[src/rtl/mc_pkg.sv]
// Shared types and encodings for the multi-cycle MIPS controller.
package mc_pkg;

    typedef enum logic [3:0] {
        S_FETCH    = 4'd0,
        S_DECODE   = 4'd1,
        S_MEM_ADDR = 4'd2,
        S_MEM_RD   = 4'd3,
        S_MEM_WB   = 4'd4,
        S_MEM_WR   = 4'd5,
        S_R_EXEC   = 4'd6,
        S_R_WB     = 4'd7,
        S_I_EXEC   = 4'd8,
        S_I_WB     = 4'd9,
        S_BRANCH   = 4'd10,
        S_JUMP     = 4'd11
    } state_e;

    localparam logic [5:0] OP_RTYPE = 6'b000000;
    localparam logic [5:0] OP_LW    = 6'b100011;
    localparam logic [5:0] OP_LH    = 6'b100001;
    localparam logic [5:0] OP_LHU   = 6'b100101;
    localparam logic [5:0] OP_SW    = 6'b101011;
    localparam logic [5:0] OP_ADDI  = 6'b001000;
    localparam logic [5:0] OP_ANDI  = 6'b001100;
    localparam logic [5:0] OP_ORI   = 6'b001101;
    localparam logic [5:0] OP_SLTI  = 6'b001010;
    localparam logic [5:0] OP_BEQ   = 6'b000100;
    localparam logic [5:0] OP_BNE   = 6'b000101;
    localparam logic [5:0] OP_J     = 6'b000010;

    localparam logic [2:0] ALU_ADD   = 3'b000;
    localparam logic [2:0] ALU_SUB   = 3'b001;
    localparam logic [2:0] ALU_FUNCT = 3'b010;
    localparam logic [2:0] ALU_AND   = 3'b011;
    localparam logic [2:0] ALU_OR    = 3'b100;
    localparam logic [2:0] ALU_SLT   = 3'b101;

    localparam logic [1:0] SRCB_B      = 2'b00;
    localparam logic [1:0] SRCB_FOUR   = 2'b01;
    localparam logic [1:0] SRCB_IMM    = 2'b10;
    localparam logic [1:0] SRCB_IMM_SH = 2'b11;

    localparam logic [1:0] PCSRC_ALU    = 2'b00;
    localparam logic [1:0] PCSRC_ALUOUT = 2'b01;
    localparam logic [1:0] PCSRC_JUMP   = 2'b10;

    // One cycle's worth of datapath control strobes.
    typedef struct packed {
        logic       pc_write;
        logic       pc_write_cond;
        logic       branch_ne;
        logic [1:0] pc_source;
        logic       i_or_d;
        logic       mem_read;
        logic       mem_write;
        logic       ir_write;
        logic       mem_to_reg;
        logic       reg_dst;
        logic       reg_write;
        logic       alu_src_a;
        logic [1:0] alu_src_b;
        logic [2:0] alu_op;
        logic       load_half;
        logic       load_half_unsigned;
        logic       illegal_op;
        logic       mem_timeout;
    } ctrl_t;

    function automatic logic is_wait_state(input state_e s);
        return (s == S_FETCH) || (s == S_MEM_RD) || (s == S_MEM_WR);
    endfunction

endpackage

[src/rtl/mc_wait_timer.sv]
// Counts consecutive stalled cycles in a memory state and flags a timeout.
module mc_wait_timer
    import mc_pkg::*;
#(
    parameter int unsigned MAX_WAIT = 16
) (
    input  logic clk,
    input  logic rst,
    input  logic in_wait_i,
    input  logic state_change_i,
    input  logic mem_ready_i,
    output logic timeout_o
);

    localparam int unsigned WAIT_W = (MAX_WAIT > 2) ? $clog2(MAX_WAIT) : 1;
    localparam logic [WAIT_W-1:0] LIMIT = WAIT_W'((MAX_WAIT == 0) ? 0 : MAX_WAIT - 1);

    logic [WAIT_W-1:0] wait_cnt_q, wait_cnt_d;
    logic              clear_c;

    assign timeout_o = (MAX_WAIT != 0) && in_wait_i && !mem_ready_i && (wait_cnt_q == LIMIT);

    // A timeout re-enters FETCH from FETCH, so it must clear the count as well.
    assign clear_c = state_change_i || !in_wait_i || mem_ready_i || timeout_o;

    always_comb begin
        wait_cnt_d = wait_cnt_q + WAIT_W'(1);
        if (clear_c) begin
            wait_cnt_d = '0;
        end
    end

    always_ff @(posedge clk) begin
        if (rst) begin
            wait_cnt_q <= '0;
        end else begin
            wait_cnt_q <= wait_cnt_d;
        end
    end

endmodule

[src/rtl/multicycle_control.sv]
// Control FSM sequencing a shared-memory multi-cycle MIPS datapath.
module multicycle_control
    import mc_pkg::*;
#(
    parameter int unsigned MAX_WAIT = 16,
    parameter int unsigned CNT_W    = 32
) (
    input  logic             clk,
    input  logic             rst,
    input  logic [5:0]       opcode,
    input  logic             mem_ready,
    output logic             pc_write,
    output logic             pc_write_cond,
    output logic             branch_ne,
    output logic [1:0]       pc_source,
    output logic             i_or_d,
    output logic             mem_read,
    output logic             mem_write,
    output logic             ir_write,
    output logic             mem_to_reg,
    output logic             reg_dst,
    output logic             reg_write,
    output logic             alu_src_a,
    output logic [1:0]       alu_src_b,
    output logic [2:0]       alu_op,
    output logic             load_half,
    output logic             load_half_unsigned,
    output logic             illegal_op,
    output logic             mem_timeout,
    output logic [3:0]       state_out,
    output logic [CNT_W-1:0] instr_count
);

    state_e             state_q, state_d;
    logic [5:0]         op_q;
    logic [CNT_W-1:0]   cnt_q;
    ctrl_t              ctrl_c;
    logic               retire_c;
    logic               timeout_c;
    logic               is_half_c;

    mc_wait_timer #(.MAX_WAIT(MAX_WAIT)) u_wait_timer (
        .clk            (clk),
        .rst            (rst),
        .in_wait_i      (is_wait_state(state_q)),
        .state_change_i (state_d != state_q),
        .mem_ready_i    (mem_ready),
        .timeout_o      (timeout_c)
    );

    assign is_half_c = (op_q == OP_LH) || (op_q == OP_LHU);

    // Next-state and Moore outputs; FETCH strobes and DECODE illegal_op are Mealy.
    always_comb begin
        ctrl_c   = '0;
        state_d  = state_q;
        retire_c = 1'b0;
        case (state_q)
            S_FETCH: begin
                ctrl_c.mem_read  = 1'b1;
                ctrl_c.alu_src_b = SRCB_FOUR;
                ctrl_c.alu_op    = ALU_ADD;
                if (mem_ready) begin
                    ctrl_c.ir_write = 1'b1;
                    ctrl_c.pc_write = 1'b1;
                    state_d         = S_DECODE;
                end else if (timeout_c) begin
                    ctrl_c.mem_timeout = 1'b1;
                end
            end
            S_DECODE: begin
                ctrl_c.alu_src_b = SRCB_IMM_SH;
                ctrl_c.alu_op    = ALU_ADD;
                case (opcode)
                    OP_RTYPE:                       state_d = S_R_EXEC;
                    OP_LW, OP_LH, OP_LHU, OP_SW:    state_d = S_MEM_ADDR;
                    OP_ADDI, OP_ANDI, OP_ORI, OP_SLTI: state_d = S_I_EXEC;
                    OP_BEQ, OP_BNE:                 state_d = S_BRANCH;
                    OP_J:                           state_d = S_JUMP;
                    default: begin
                        ctrl_c.illegal_op = 1'b1;
                        state_d           = S_FETCH;
                    end
                endcase
            end
            S_MEM_ADDR: begin
                ctrl_c.alu_src_a = 1'b1;
                ctrl_c.alu_src_b = SRCB_IMM;
                ctrl_c.alu_op    = ALU_ADD;
                state_d          = (op_q == OP_SW) ? S_MEM_WR : S_MEM_RD;
            end
            S_MEM_RD: begin
                ctrl_c.mem_read           = 1'b1;
                ctrl_c.i_or_d             = 1'b1;
                ctrl_c.load_half          = is_half_c;
                ctrl_c.load_half_unsigned = (op_q == OP_LHU);
                if (mem_ready) begin
                    state_d = S_MEM_WB;
                end else if (timeout_c) begin
                    ctrl_c.mem_timeout = 1'b1;
                    state_d            = S_FETCH;
                end
            end
            S_MEM_WB: begin
                ctrl_c.reg_write          = 1'b1;
                ctrl_c.mem_to_reg         = 1'b1;
                ctrl_c.load_half          = is_half_c;
                ctrl_c.load_half_unsigned = (op_q == OP_LHU);
                state_d                   = S_FETCH;
                retire_c                  = 1'b1;
            end
            S_MEM_WR: begin
                ctrl_c.mem_write = 1'b1;
                ctrl_c.i_or_d    = 1'b1;
                if (mem_ready) begin
                    state_d  = S_FETCH;
                    retire_c = 1'b1;
                end else if (timeout_c) begin
                    ctrl_c.mem_timeout = 1'b1;
                    state_d            = S_FETCH;
                end
            end
            S_R_EXEC: begin
                ctrl_c.alu_src_a = 1'b1;
                ctrl_c.alu_src_b = SRCB_B;
                ctrl_c.alu_op    = ALU_FUNCT;
                state_d          = S_R_WB;
            end
            S_R_WB: begin
                ctrl_c.reg_write = 1'b1;
                ctrl_c.reg_dst   = 1'b1;
                state_d          = S_FETCH;
                retire_c         = 1'b1;
            end
            S_I_EXEC: begin
                ctrl_c.alu_src_a = 1'b1;
                ctrl_c.alu_src_b = SRCB_IMM;
                case (op_q)
                    OP_ANDI: ctrl_c.alu_op = ALU_AND;
                    OP_ORI:  ctrl_c.alu_op = ALU_OR;
                    OP_SLTI: ctrl_c.alu_op = ALU_SLT;
                    default: ctrl_c.alu_op = ALU_ADD;
                endcase
                state_d = S_I_WB;
            end
            S_I_WB: begin
                ctrl_c.reg_write = 1'b1;
                state_d          = S_FETCH;
                retire_c         = 1'b1;
            end
            S_BRANCH: begin
                ctrl_c.alu_src_a     = 1'b1;
                ctrl_c.alu_src_b     = SRCB_B;
                ctrl_c.alu_op        = ALU_SUB;
                ctrl_c.pc_write_cond = 1'b1;
                ctrl_c.pc_source     = PCSRC_ALUOUT;
                ctrl_c.branch_ne     = (op_q == OP_BNE);
                state_d              = S_FETCH;
                retire_c             = 1'b1;
            end
            S_JUMP: begin
                ctrl_c.pc_write  = 1'b1;
                ctrl_c.pc_source = PCSRC_JUMP;
                state_d          = S_FETCH;
                retire_c         = 1'b1;
            end
            default: state_d = S_FETCH;
        endcase
        if (rst) begin
            ctrl_c   = '0;
            retire_c = 1'b0;
        end
    end

    always_ff @(posedge clk) begin
        if (rst) begin
            state_q <= S_FETCH;
            op_q    <= '0;
            cnt_q   <= '0;
        end else begin
            state_q <= state_d;
            if (state_q == S_DECODE) begin
                op_q <= opcode;
            end
            if (retire_c) begin
                cnt_q <= cnt_q + CNT_W'(1);
            end
        end
    end

    assign pc_write           = ctrl_c.pc_write;
    assign pc_write_cond      = ctrl_c.pc_write_cond;
    assign branch_ne          = ctrl_c.branch_ne;
    assign pc_source          = ctrl_c.pc_source;
    assign i_or_d             = ctrl_c.i_or_d;
    assign mem_read           = ctrl_c.mem_read;
    assign mem_write          = ctrl_c.mem_write;
    assign ir_write           = ctrl_c.ir_write;
    assign mem_to_reg         = ctrl_c.mem_to_reg;
    assign reg_dst            = ctrl_c.reg_dst;
    assign reg_write          = ctrl_c.reg_write;
    assign alu_src_a          = ctrl_c.alu_src_a;
    assign alu_src_b          = ctrl_c.alu_src_b;
    assign alu_op             = ctrl_c.alu_op;
    assign load_half          = ctrl_c.load_half;
    assign load_half_unsigned = ctrl_c.load_half_unsigned;
    assign illegal_op         = ctrl_c.illegal_op;
    assign mem_timeout        = ctrl_c.mem_timeout;
    assign state_out          = state_q;
    assign instr_count        = cnt_q;

endmodule

[config.mk]
export PLATFORM = sky130hd
export DESIGN_NAME = multicycle_control
export DESIGN_NICKNAME = d
export VERILOG_FILES = /design/src/rtl/mc_pkg.sv /design/src/rtl/mc_wait_timer.sv /design/src/rtl/multicycle_control.sv
export SDC_FILE = /design/constraint.sdc
export NUM_CORES = 1
export LEC_CHECK = 0
export BUFFER_PORTS_ARGS = -buffer_cell sky130_fd_sc_hd__buf_4
export CAP_MARGIN = 0
export CORE_UTILIZATION = 48
export DETAILED_ROUTE_END_ITERATION = 6
export GPL_TIMING_DRIVEN = 0
export HOLD_SLACK_MARGIN = 0.1
export PLACE_DENSITY = 0.76
export SLEW_MARGIN = 10
export SYNTH_ARGS = -nofsm -noshare
export SYNTH_HDL_FRONTEND = slang
export SYNTH_SLANG_ARGS = --single-unit
[constraint.sdc]
create_clock -name clk -period 2.45 [get_ports clk]
set_clock_uncertainty 0.2 [all_clocks]
set_input_delay 0.6125 -clock clk [delete_from_list [all_inputs] [get_ports clk]]
set_output_delay 0.6125 -clock clk [all_outputs]
set_load 0.03 [all_outputs]
# Word level (Yosys, flattened, before mapping)
# Index checks and enable logic that the tools add are counted.
# Widths: inputs -> output; s select.
[totals] out_inout_bits=58 latchBits=0 mem_count=0 inputBits=9 mem_bits_rw=0 romBits=0 register_bits=46 elab_cells=91
[op_classes] n_reduce_logical=24 bitwise_logic=0 mul=0 muxes=30 add_sub_neg=2 eq_ne=31 shifts=0 n_lt_le_gt_ge=0 div=0
[op_table] cell="$eq 6x4->1 const B" n=7
[op_table] cell="$eq 6x6->1 const B" n=7
[op_table] cell="$add 32x1->32 const B" n=1
[op_table] cell="$pmux 5 s6" n=1
[op_table] cell="$pmux 4 s7" n=1
[op_table] cell="$mux 22" n=1
[op_table] cell="$eq 4x4->1 const B" n=5
[op_table] cell="$pmux 4 s5" n=1
[op_table] cell="$eq 6x3->1 const B" n=3
[op_table] cell="$eq 4x3->1 const B" n=4
[op_table] cell="$mux 4" n=4
[op_table] cell="$mux 1" n=15
[op_table] cell="$reduce_or 12->1" n=1
[op_table] cell="$reduce_or 4->1" n=3
[op_table] cell="$reduce_or 2->1" n=5
[op_table] cell="$pmux 3 s3" n=1
[op_table] cell="$eq 4x2->1 const B" n=2
[op_table] cell="$eq 6x2->1 const B" n=1
[op_table] cell="$logic_not 6->1" n=1
[op_table] cell="$logic_or 1x1->1" n=6
[op_table] cell="$reduce_or 3->1" n=2
[op_table] cell="$reduce_or 5->1" n=1
[op_table] cell="$add 4x1->4 const B" n=1
[op_table] cell="$eq 4x1->1 const B" n=1
[op_table] cell="8 further kinds" n=12

# Longest topological paths before layout
[logic_depth] depth_word=13 mapped_depth=8 mapped_depth_nobuf=6

# By module
# From an unflattened synthesis, not the netlist that was laid out.
[unflattened] hier_cells=356 area_unflattened_um2=2813.9
[modules_own_cells] module="multicycle_control" seq_area_each_um2=840.8 instances=1 cells_each=336 area_each_um2=2630.0
[modules_own_cells] module="mc_wait_timer" seq_area_each_um2=80.1 instances=1 cells_each=20 area_each_um2=183.9

# Least setup slack after synthesis
# No wires, ideal clock.
[synth_timing] kind="register -> output" from="register state_q[1] (netlist: state_out[1])" to="output alu_op[2]" t_required_ns=1.637 path_slack_ns=-0.739 t_arrival_ns=2.376 path_stages_with_launch=7 path_buffers=1 cell_sequence="dfxtp_1 > buf_1 > nand2b_1 > nor2_1 > a21oi_1 > or2_2 > nor4_1"
[synth_via] elab_chain_len=3 word_cells_on_any_way=8 cone_classes="5 x eq/ne; 2 x mux; 1 x reduce/logical"
[synth_lines] item="start: declaration" line_no="multicycle_control.sv:34" rtl="state_e state_q, state_d;"
[synth_lines] item="start signal: assignment" line_no="multicycle_control.sv:181" rtl="state_q <= state_d;"
[synth_lines] item="$eq 4x4->1 (tied with other cells)" line_no="multicycle_control.sv:58" rtl="case (state_q)"
[synth_lines] item="$pmux 5 s6 (*)" line_no="multicycle_control.sv:58"
[synth_lines] item="$mux 22 (*)" line_no="multicycle_control.sv:169" rtl="if (rst) begin"
[synth_lines] item="end: declaration" line_no="multicycle_control.sv:25" rtl="output logic [2:0] alu_op,"
# Mark *: on every way between the ends. The rest lies on a longest branch, timed or not.

# Worst setup path in the final report
[layout_timing] from="input opcode[0]" to="output illegal_op"
[layout_via] elab_chain_len=5 word_cells_on_any_way=16 cone_classes="11 x eq/ne; 3 x mux; 2 x reduce/logical"
[layout_lines] item="start: declaration" line_no="multicycle_control.sv:10" rtl="input logic [5:0] opcode,"
[layout_lines] item="$eq 6x2->1 (tied with other cells)" line_no="multicycle_control.sv:74" rtl="case (opcode)"
[layout_lines] item="$reduce_or 12->1 (no line) (*)"
[layout_lines] item="$mux 1 (*)" line_no="multicycle_control.sv:74"
[layout_lines] item="$mux 1 (*)" line_no="multicycle_control.sv:58"
[layout_lines] item="$mux 22 (*)" line_no="multicycle_control.sv:169"
[layout_lines] item="end: declaration" line_no="multicycle_control.sv:28" rtl="output logic illegal_op,"
# Marks and branches as above.

==> qor.csv <==
metric,value,unit
instances_no_fill,515,
core_area,0.00520,mm2
cts_max_level,2,
portBuffers,66,
finalCriticalPeriod,2.67,ns
violations,setup timing,
setup_slack,-0.221,ns
dieArea,0.00578,mm2
clk_pin_slew_worst_paths,0.09,ns
worstSetupEndpointType,output port,
async_reset_ff_frac,0,
grt_pass1_vias,2670,
worst_pin_slew,0.566,ns
slew_viol_final,0,
yosysWarnings,0,
required,1.64,ns
max_slew_margin,0.623,
critPathBufInv,2,
antenna_found_initial,0,
drtIter0Drc,277,
syn_area,0.00263,mm2
grt_busiest_layer,met2,
num_rows,26,
grt_use_met3,0.0491,
fin_util,0.770,
wl_per_cell,16.3,um
synth_area_per_cell,7.69,um2
ys_types,45,
synth-edff-count,0,
power.leakage,1.55,nW
met2_usage,0.454,
status,"finished, violations left",
r2r_end,instr_count[29],
cts_root_buffer,clkbuf_8,
fillers,378,
path_delay_family,simple AND/OR/NAND/NOR gates,
worstHoldPathCells,1,
ys.flop_type,dfxtp_1,
cts_max_path_buffers,2,
synth_seq_cells,46,
grt_usage,0.266,
critPathMaxStageDelay,0.55,ns
antenna_left,0,
grt_use_met1,0.350,
critPathLaunch,opcode[0],
die_h,76.0,um
area_growth,52.4,%
drc,0,
grt_pass1_wl,12500,um
startpoint_type,input pin,
cp_slowest_cell,or4_4,
place_congestion,0.867,
viasPerCell,6.03,
holdCritPathClass,register to register,
r2r_slack,-0.03,ns
drive_gt1_frac,0.449,
clock_sinks,46,
cap_violations,0,
fin_nets,455,
hold_end,u_wait_timer.wait_cnt_q[0],
synth_cells,342,
cts-buffers-inserted,5,
vias,3107,
rsz0062_at_grt,yes,
gr-total-overflow,0,
routed_wl,8380,um
cp_max_fo,5,
final_hold_viol_count,0,
cts_tree,yes,
dp_hpwl,5200,um
ir_drop,307,uV
clk_latency,0.31,ns
multiInputGateArea,0.00192,mm2
fmax,374,MHz
ff2ff_path_depth,6,
yosysSeqAreaShare,0.350,
place_inst,478,
critPathKind,input pin to output port,
synthesis.nets,353,
min_from,u_wait_timer.wait_cnt_q[0],
io_pins,67,
crit_arrival,1.86,ns
hold_buffers,0,
setup_violations,7,
antenna_cells,0,
first_pass_iters,5,
grt_start_max_net_pins,17,
total_power,1.46,mW
crit_chain,"buf_8, or4_4, nor2_4, a31oi_1, nor2_1, nor4_4, buf_4",
start_util,0.506,
power_density,364,mW/mm2
die_x,76.0,um
regToRegStartpoint,instr_count[12],
seq_area,963,um2
period_share,1.09,
## Yosys cell counts, types with 2 or more instances
| master | number | area share |
|---|---|---|
| a211oi_1 | 2 | 0.0057 |
| a21oi_1 | 28 | 0.053 |
| a31oi_1 | 4 | 0.0095 |
| and2_1 | 2 | 0.0048 |
| and3_1 | 5 | 0.012 |
| buf_1 | 2 | 0.0029 |
| buf_2 | 3 | 0.0057 |
| clkbuf_1 | 13 | 0.019 |
| dfxtp_1 | 46 | 0.35 |
| ha_1 | 2 | 0.0095 |
| inv_1 | 9 | 0.013 |
| mux2i_1 | 9 | 0.034 |
| nand2_1 | 21 | 0.030 |
| nand2b_1 | 6 | 0.014 |
| nand3_1 | 9 | 0.017 |
| nand4_1 | 14 | 0.033 |
| nand4b_1 | 4 | 0.013 |
| nor2_1 | 48 | 0.068 |
| nor2b_1 | 7 | 0.017 |
| nor3_1 | 10 | 0.019 |
| nor3b_1 | 3 | 0.0086 |
| nor4_1 | 7 | 0.017 |
| nor4bb_1 | 2 | 0.0076 |
| o21ai_0 | 17 | 0.032 |
| o31ai_1 | 10 | 0.029 |
| or2_2 | 3 | 0.0071 |
| or3_1 | 15 | 0.036 |
| or3_2 | 2 | 0.0057 |
| or4_1 | 8 | 0.023 |
| or4_2 | 3 | 0.010 |
| xnor2_1 | 3 | 0.010 |
| xor2_1 | 12 | 0.040 |
## stage by stage
stage / instance area (um2) / hold slack [ns] / setup slack [ns] / TNS [ns]
global placement: 3360 / 0.234 / -0.774 / -12.14
floorplan: 2780 / 0.218 / -0.197 / -1.14
finish: 4010 / 0.250 / -0.221 / -0.945
detailed placement: 3360 / 0.237 / -0.757 / -11.77
CTS: 3810 / 0.255 / -0.230 / -2.33
global route: 4010 / 0.279 / -0.274 / -2.36
## layout by cell type (no fill, tap or decap), types with 7 or more instances in the layout
cell type,n
dfxtp_2,7
buf_4,93
nand4_1,14
clkbuf_8,7
dfxtp_4,9
o31ai_1,9
or3_1,12
nand2_1,19
buf_6,8
nor2_1,41
o21ai_0,15
dfxtp_1,30
xor2_1,11
a21oi_1,20
mux2i_1,9
nand3_1,7
inv_1,9
## layer usage
layer | share of wire | wire, um | up-vias
met5 | 0 | 0 | -
met4 | 0.013 | 107 | 0
met3 | 0.081 | 677 | 13
met2 | 0.49 | 4070 | 165
met1 | 0.42 | 3520 | 1487
li1 | - | - | 1442
## worst reg2reg max path, stage by stage, from the launching register on
cell and delay [ns]:
dfxtp_4 0.37, nand4_1 0.15, or4_4 0.54, buf_6 0.14, or3_4 0.42, or4_4 0.49
a21oi_2 0.11
## cell families (layout without fill, tap and decap cells)
group | count (synthesis) | in the layout | synth area share
buffers and inverters | 29 | 132 | 0.0447
AOI/OAI and AO/OA | 67 | 67 | 0.148
and+or+nand+nor | 174 | 174 | 0.363
xor gates and xnor gates | 15 | 15 | 0.0499
muxes | 9 | 9 | 0.0342
DFF | 46 | 46 | 0.350
adders and majority gates | 2 | 2 | 0.00951
## state kept, by name, summed over array words and instances (netlist names)
name                     flops
instr_count                 32
op_q                         6
state_out                    4
u_wait_timer.wait_cnt_q      4
## how the worst max path moves through the flow
stage | depth (start not counted) | slack, ns | to
2_1_floorplan | 7 | -0.20 | instr_count[29]
3_3_place_gp | 6 | -0.77 | i_or_d
3_5_place_dp | 6 | -0.76 | reg_write
4_1_cts | 6 | -0.23 | alu_op[0]
5_1_grt | 7 | -0.27 | illegal_op
6_report | 7 | -0.22 | illegal_op
## timing repair
item,CTS,global route
setup endpoints to repair,37,33
pin swaps,15,13
gates cloned,0,0
resized for setup,50,49
setup buffers,28,9
## final cells by class
type	instances	area share
repair buffers	99	0.195
multi-input cells	267	0.479
well taps	70	0.0218
plain buffers	16	0.0325
clock inverters	3	0.00593
inverters	9	0.00843
flip-flops and latches	46	0.240
clock buffers	5	0.0172
## where the power goes
part	switching, mW	internal [mW]	total, mW
combinational	0.119	0.0891	0.208
clock	0.282	0.204	0.486
sequential	0.0159	0.748	0.764
total	0.417	1.04	1.46
Note: power is estimated with default switching activity, not from simulation.
